==> config.mk <==
export PLATFORM = sky130hd
export DESIGN_NAME = mem_ctrl
export DESIGN_NICKNAME = d
export VERILOG_FILES = /design/src/rtl/mem_ctrl_pkg.sv /design/src/rtl/mem_rr_arbiter.sv /design/src/rtl/mem_ctrl.sv
export SDC_FILE = /design/constraint.sdc
export NUM_CORES = 1
export LEC_CHECK = 0
export ABC_CLOCK_PERIOD_IN_PS = 3400
export BUFFER_PORTS_ARGS = -buffer_cell sky130_fd_sc_hd__buf_2
export CELL_PAD_IN_SITES_DETAIL_PLACEMENT = 1
export CELL_PAD_IN_SITES_GLOBAL_PLACEMENT = 1
export CORE_UTILIZATION = 38
export DETAILED_ROUTE_END_ITERATION = 16
export PLACE_DENSITY = 0.85
export SKIP_CTS_REPAIR_TIMING = 1
export SYNTH_ARGS = -nofsm -noshare
export SYNTH_HDL_FRONTEND = slang
export SYNTH_SLANG_ARGS = --single-unit
==> constraint.sdc <==
create_clock -name clk_in -period 3.4 [get_ports clk_in]
set_clock_uncertainty 0.15 [all_clocks]
set_input_delay 0.34 -clock clk_in [delete_from_list [all_inputs] [get_ports clk_in]]
set_output_delay 0.34 -clock clk_in [all_outputs]
set_load 0.01 [all_outputs]
==> src/rtl/mem_ctrl_pkg.sv <==
// mem_ctrl_pkg: shared constants for the byte-serial RAM controller.
// Holds the func3 field positions, access sizes, the state encoding and the
// access-size to byte-count helper used by mem_ctrl.
package mem_ctrl_pkg;

  localparam int unsigned ADDR_W = 32;
  localparam int unsigned DATA_W = 32;
  localparam int unsigned BYTE_W = 8;
  localparam int unsigned CNT_W  = 3;

  // func3 layout: [1:0] access size, [2] unsigned load
  localparam int unsigned F3_SIZE_LSB = 0;
  localparam int unsigned F3_SIZE_MSB = 1;
  localparam int unsigned F3_UNS_BIT  = 2;

  localparam logic [1:0] SIZE_B = 2'b00;
  localparam logic [1:0] SIZE_H = 2'b01;
  localparam logic [1:0] SIZE_W = 2'b10;

  localparam logic [1:0] ST_IDLE  = 2'd0;
  localparam logic [1:0] ST_READ  = 2'd1;
  localparam logic [1:0] ST_WRITE = 2'd2;
  localparam logic [1:0] ST_DONE  = 2'd3;

  typedef enum logic [1:0] {
    IDLE  = ST_IDLE,
    READ  = ST_READ,
    WRITE = ST_WRITE,
    DONE  = ST_DONE
  } state_e;

  // Byte count of an access; the unused size code is treated as a word.
  function automatic logic [CNT_W-1:0] num_bytes(input logic [1:0] size);
    case (size)
      SIZE_B:  num_bytes = 3'd1;
      SIZE_H:  num_bytes = 3'd2;
      default: num_bytes = 3'd4;
    endcase
  endfunction

endpackage

==> src/rtl/mem_rr_arbiter.sv <==
// mem_rr_arbiter: 2-way round-robin arbiter (fetch vs. load/store).
// Ports: clk, rst (sync, active high), en (grant allowed this cycle),
//   req_if/req_lsu requests, mask_if/mask_lsu per-requester block,
//   gnt_if_c/gnt_lsu_c one-hot combinational grant.
// last_grant resets to fetch, so the LSU wins the first tie.
module mem_rr_arbiter (
  input  logic clk,
  input  logic rst,
  input  logic en,
  input  logic req_if,
  input  logic req_lsu,
  input  logic mask_if,
  input  logic mask_lsu,
  output logic gnt_if_c,
  output logic gnt_lsu_c
);

  logic last_lsu_q, last_lsu_d;
  logic elig_if, elig_lsu;

  // Grant selection: on a tie, favour whoever was not granted last
  always_comb begin
    elig_if    = en & req_if & ~mask_if;
    elig_lsu   = en & req_lsu & ~mask_lsu;
    gnt_if_c   = 1'b0;
    gnt_lsu_c  = 1'b0;
    last_lsu_d = last_lsu_q;
    if (elig_if && elig_lsu) begin
      if (last_lsu_q) gnt_if_c  = 1'b1;
      else            gnt_lsu_c = 1'b1;
    end else if (elig_if) begin
      gnt_if_c = 1'b1;
    end else if (elig_lsu) begin
      gnt_lsu_c = 1'b1;
    end
    if (gnt_lsu_c)     last_lsu_d = 1'b1;
    else if (gnt_if_c) last_lsu_d = 1'b0;
  end

  always_ff @(posedge clk) begin
    if (rst) last_lsu_q <= 1'b0;
    else     last_lsu_q <= last_lsu_d;
  end

endmodule

==> src/rtl/mem_ctrl.sv <==
// mem_ctrl: byte-serial controller for one 8-bit RAM port shared by
// instruction fetch and the load/store unit.
// Ports: clk_in, rst_in (sync active high), flush_input (aborts reads);
//   fetch: if_req/if_addr in, if_done/if_rdata out;
//   lsu: lsu_req/lsu_we/lsu_op/lsu_addr/lsu_wdata in, lsu_done/lsu_rdata out;
//   RAM: mem_din in, mem_dout/mem_a/mem_wr out; io_buffer_full in.
// Optional build macro MEM_CTRL_IO_STALL_EN: holds off stores to the I/O
// window (addr[17:16]==2'b11) while io_buffer_full is set.
// The done pulses are combinational so a flush in DONE can cancel them.
module mem_ctrl
  import mem_ctrl_pkg::*;
(
  input  logic        clk_in,
  input  logic        rst_in,
  input  logic        flush_input,
  input  logic        if_req,
  input  logic [31:0] if_addr,
  output logic        if_done,
  output logic [31:0] if_rdata,
  input  logic        lsu_req,
  input  logic        lsu_we,
  input  logic [2:0]  lsu_op,
  input  logic [31:0] lsu_addr,
  input  logic [31:0] lsu_wdata,
  output logic        lsu_done,
  output logic [31:0] lsu_rdata,
  input  logic [7:0]  mem_din,
  output logic [7:0]  mem_dout,
  output logic [31:0] mem_a,
  output logic        mem_wr,
  input  logic        io_buffer_full
);

  state_e              state_q, state_d;
  logic [CNT_W-1:0]    cnt_q, cnt_d;
  logic [ADDR_W-1:0]   addr_q, addr_d;
  logic [DATA_W-1:0]   wdata_q, wdata_d;
  logic [DATA_W-1:0]   rdata_q, rdata_d;
  logic [1:0]          size_q, size_d;
  logic                uns_q, uns_d;
  logic                we_q, we_d;
  logic                sel_lsu_q, sel_lsu_d;
  logic [ADDR_W-1:0]   mem_a_q, mem_a_d;
  logic [BYTE_W-1:0]   mem_dout_q, mem_dout_d;
  logic                mem_wr_q, mem_wr_d;

  logic                arb_en, mask_lsu, gnt_if, gnt_lsu;
  logic [CNT_W-1:0]    nbytes;
  logic [1:0]          byte_idx;
  logic [DATA_W-1:0]   asm_word;

`ifdef MEM_CTRL_IO_STALL_EN
  assign mask_lsu = lsu_we & (lsu_addr[17:16] == 2'b11) & io_buffer_full;
`else
  logic unused_io_full;
  assign unused_io_full = io_buffer_full;
  assign mask_lsu       = 1'b0;
`endif

  assign arb_en = (state_q == IDLE) && !flush_input;

  mem_rr_arbiter u_arb (
    .clk       (clk_in),
    .rst       (rst_in),
    .en        (arb_en),
    .req_if    (if_req),
    .req_lsu   (lsu_req),
    .mask_if   (1'b0),
    .mask_lsu  (mask_lsu),
    .gnt_if_c  (gnt_if),
    .gnt_lsu_c (gnt_lsu)
  );

  // Next state, byte sequencing and read assembly
  always_comb begin
    state_d    = state_q;
    cnt_d      = cnt_q;
    addr_d     = addr_q;
    wdata_d    = wdata_q;
    rdata_d    = rdata_q;
    size_d     = size_q;
    uns_d      = uns_q;
    we_d       = we_q;
    sel_lsu_d  = sel_lsu_q;
    mem_a_d    = mem_a_q;
    mem_dout_d = '0;
    mem_wr_d   = 1'b0;

    nbytes   = num_bytes(size_q);
    // mem_din carries the byte addressed one cycle earlier
    byte_idx = 2'(cnt_q - 3'd1);
    asm_word = rdata_q;
    case (byte_idx)
      2'd0:    asm_word[7:0]   = mem_din;
      2'd1:    asm_word[15:8]  = mem_din;
      2'd2:    asm_word[23:16] = mem_din;
      default: asm_word[31:24] = mem_din;
    endcase

    case (state_q)
      IDLE: begin
        if (gnt_lsu) begin
          sel_lsu_d = 1'b1;
          we_d      = lsu_we;
          size_d    = lsu_op[F3_SIZE_MSB:F3_SIZE_LSB];
          uns_d     = lsu_op[F3_UNS_BIT];
          addr_d    = lsu_addr;
          wdata_d   = lsu_wdata;
          cnt_d     = '0;
          rdata_d   = '0;
          mem_a_d   = lsu_addr;
          if (lsu_we) begin
            mem_wr_d   = 1'b1;
            mem_dout_d = lsu_wdata[7:0];
            state_d    = WRITE;
          end else begin
            state_d = READ;
          end
        end else if (gnt_if) begin
          sel_lsu_d = 1'b0;
          we_d      = 1'b0;
          size_d    = SIZE_W;
          uns_d     = 1'b1;
          addr_d    = if_addr;
          cnt_d     = '0;
          rdata_d   = '0;
          mem_a_d   = if_addr;
          state_d   = READ;
        end
      end
      READ: begin
        if (flush_input) begin
          state_d = IDLE;
        end else begin
          if (cnt_q != 3'd0) rdata_d = asm_word;
          if (cnt_q == nbytes) begin
            // Sign-extend sub-word signed loads; words and unsigned zero-fill
            case (size_q)
              SIZE_B:  rdata_d = {{24{asm_word[7] & ~uns_q}}, asm_word[7:0]};
              SIZE_H:  rdata_d = {{16{asm_word[15] & ~uns_q}}, asm_word[15:0]};
              default: rdata_d = asm_word;
            endcase
            state_d = DONE;
          end else begin
            cnt_d   = cnt_q + 3'd1;
            mem_a_d = addr_q + ADDR_W'(cnt_d);
          end
        end
      end
      WRITE: begin
        if (cnt_q == nbytes - 3'd1) begin
          state_d = DONE;
        end else begin
          cnt_d    = cnt_q + 3'd1;
          mem_a_d  = addr_q + ADDR_W'(cnt_d);
          mem_wr_d = 1'b1;
          case (cnt_d[1:0])
            2'd0:    mem_dout_d = wdata_q[7:0];
            2'd1:    mem_dout_d = wdata_q[15:8];
            2'd2:    mem_dout_d = wdata_q[23:16];
            default: mem_dout_d = wdata_q[31:24];
          endcase
        end
      end
      default: begin
        state_d = IDLE;
      end
    endcase
  end

  always_ff @(posedge clk_in) begin
    if (rst_in) begin
      state_q    <= IDLE;
      cnt_q      <= '0;
      addr_q     <= '0;
      wdata_q    <= '0;
      rdata_q    <= '0;
      size_q     <= '0;
      uns_q      <= 1'b0;
      we_q       <= 1'b0;
      sel_lsu_q  <= 1'b0;
      mem_a_q    <= '0;
      mem_dout_q <= '0;
      mem_wr_q   <= 1'b0;
    end else begin
      state_q    <= state_d;
      cnt_q      <= cnt_d;
      addr_q     <= addr_d;
      wdata_q    <= wdata_d;
      rdata_q    <= rdata_d;
      size_q     <= size_d;
      uns_q      <= uns_d;
      we_q       <= we_d;
      sel_lsu_q  <= sel_lsu_d;
      mem_a_q    <= mem_a_d;
      mem_dout_q <= mem_dout_d;
      mem_wr_q   <= mem_wr_d;
    end
  end

  // A flush cancels a pending read completion; stores always report done
  assign if_done   = (state_q == DONE) && !sel_lsu_q && !flush_input;
  assign lsu_done  = (state_q == DONE) && sel_lsu_q && (we_q || !flush_input);
  assign if_rdata  = rdata_q;
  assign lsu_rdata = rdata_q;
  assign mem_a     = mem_a_q;
  assign mem_dout  = mem_dout_q;
  assign mem_wr    = mem_wr_q;

endmodule

==> flow_summary.ini <==
[run_status]
status = finished clean

[clock_tree]
cts_tree = built
clock_latency_ps = 420
root_buffer = clkbuf_16
clock_path_buffers = 2
cts-buffers-inserted = 17
ctsHtreeMaxLevel = 4
clk_pin_slew_worst_paths_ps = 60
cts_num_sinks = 148

[global_route]
grt-ovfl-total = 0
grt_pass1_wl_um = 37450
grt_max_degree = 75
gr-usage-all-layers = 0.2357
antenna_found_initial = 3
grt_pass1_vias = 7277

[logic_synthesis]
synth_fp_nets = 1053
yosysMostFrequentCell = dfxtp_1
synth_edf_count = 0
yosys_register_bits = 148
yosysTopAreaCell = dfxtp_1
synth_top_area_share = 0.3921
synthFlopType = dfxtp_1
async_reset_ff_frac = 0
syn_inst = 922
synth.avg_cell_area_um2 = 8.195
synth_cell_types = 62
yosysWarnings = 0
synth_common_cells = 148 x dfxtp_1, 140 x nand2_1, 107 x nor2_1
ys_seq_area_frac = 0.3921
synth_area_leaders = dfxtp_1 39%, nand2_1 7.0%, mux2i_1 6.1%, nor2_1 5.3%, a21oi_1 5.0%
synth_area_mm2 = 0.007556

[die]
die_x_um = 143.0
initial_utilization = 0.3882
dieArea_mm2 = 0.02045
chipHeight_um = 143.0
ios = 221
core_mm2 = 0.01946
num_rows = 51

[placed_design]
hpwl_um = 17320
dp.cells = 1332
numPortBuffers = 219
place.gp.congestion = 0.8494

[setup_path]
cpMostUsedCell = inv_1
r2r_slack_ps = 270
cp.required_ps = 3570
cp.arrival_ps = 3300
cp-start-kind = flop
cp-end-kind = flop
cp.depth = 10
critPathMaxFanout = 10
r2r-start = cnt_q[0]
path_cells = inv_1, ha_1, inv_1, fa_1, nor2b_1, o21ai_0, nor4_1, xnor2_1, mux2i_1, a22o_1
critPathTopFamily = adder cells
timing.rr.end = mem_a[26]
crit_buf_inv = 2
slowest_stage = dfxtp_1
worst_path_largest_cell_delay_ps = 510
crit_type = flop to flop
r2r_cells = 10

[power]
p_seq_frac = 0.350
power.density_mw_per_mm2 = 749.5
switching_power_mw = 2.752
power_frac_comb = 0.398
clockPowerShare = 0.252
swShare = 0.3979
p_leak_nw = 3.985
finalPower_mw = 6.916
internal_power_mw = 4.164
ir_drop_v = 0.0005329

[timing]
setup_viol = 0
drv_slew = 0
hold_viol = 0
fmax_ghz = 0.3191
period_share = 0.9217
slew_headroom = 0.2957
worstMarginPinSlew_ps = 1052
post-route-min-period_ps = 3134
finalSetupTns_ps = 0
rsz0062_at_grt = no
holdWs_ps = 10.27

[final_layout]
final_core_utilization = 0.4741
syn2layout_area_growth_pct = 22.12
nNetsFinal = 1217
drive_gt1_frac = 0.2705
layout.cells.non_filler = 1366

[worst_hold_path]
hold_path.class = input port to flop
hp-start = lsu_wdata[24]
whs_path_depth = 3
whs_endpoint = wdata_q[24]

[drt]
wl_per_cell_um = 17.31
ant_nets = 0
drtPass1Iterations = 5
drc_errors = 0
via_count = 7377
viasPerCell = 5.400
drt-initial-drc-count = 403
wl_um = 23650

[job]
drv_cap = 0
## layout make-up
type | count | area [um2]
Fill cell | 2383 | 10230
Multi-Input combinational cell | 665 | 4065
Sequential cell | 148 | 2963
Timing Repair Buffer | 236 | 1251
Clock buffer | 18 | 429.2
Tap cell | 265 | 331.6
Clock inverter | 13 | 112.6
Inverter | 18 | 67.56
Antenna cell | 3 | 7.507
## power groups by stage
stage	combinational (mW)	clock [mW]	sequential (mW)
CTS	2.76	1.78	2.42
detailed placement	2.74	0	2.45
floorplan	1.87	0	2.46
global placement	2.66	0	2.43
finish	2.75	1.75	2.42
global route	3.05	1.85	2.47
## sequential cells by signal, indices dropped and copies added (netlist names)
name              flops
we_q                  1
state_q               2
cnt_q                 3
mem_dout              8
addr_q               32
if_rdata             32
u_arb.last_lsu_q      1
sel_lsu_q             1
uns_q                 1
mem_a                32
mem_wr                1
wdata_q              32
size_q                2
## cell families after synthesis
family,count (synthesis),synth area share
XOR/XNOR,30,0.03676
AO/OA/AOI/OAI,207,0.1863
flip-flops,148,0.3921
multiplexers,47,0.06243
adder cells (fa/ha/maj),17,0.02914
AND/OR/NAND/NOR,364,0.2189
buffers and inverters,109,0.07435
## routing by layer
layer / GRT usage / part of all wire
met5: 0 / 0
met3: 0.04393 / 0.049
met1: 0.2889 / 0.44
met2: 0.4108 / 0.49
met4: 0.08206 / 0.020
## cell usage in the layout, fill, tap and decap left out, types with 8 or more instances in the layout
cell	n
a22oi_1	24
o21ai_0	23
or2_2	18
nor3_1	27
clkbuf_16	17
inv_1	17
nor2_1	107
xnor2_1	19
xor2_1	10
buf_4	16
a21oi_1	76
a211oi_1	27
mux2i_1	46
buf_2	218
a222oi_1	8
nand2_1	139
a22o_1	10
ha_1	16
dfxtp_1	148
nand3_1	18
## how the worst max path moves through the flow
stage	start	end	slack, ps
6_report	cnt_q[0]	mem_a[26]	270
5_1_grt	cnt_q[0]	mem_a[26]	30
4_1_cts	cnt_q[0]	mem_a[28]	250
3_5_place_dp	cnt_q[0]	mem_a[28]	290
3_3_place_gp	cnt_q[0]	mem_a[28]	340
2_1_floorplan	cnt_q[0]	mem_a[28]	580
## tightest hold or removal path: cells and delay by family
| family | cells | cell delay, ps |
|---|---|---|
| simple gates | 1 | 50 |
| compound gates | 1 | 50 |
| buf+inv | 1 | 100 |
## stage by stage
stage          worst slack, ps  area (um2)
3_3_place_gp             344.8        8660
5_1_grt                  27.65        9228
6_report                 266.2        9228
3_5_place_dp             287.3        8660
2_1_floorplan            577.5        7556
4_1_cts                  248.8        9201
No activity file was read; power rests on OpenSTA's default activity.
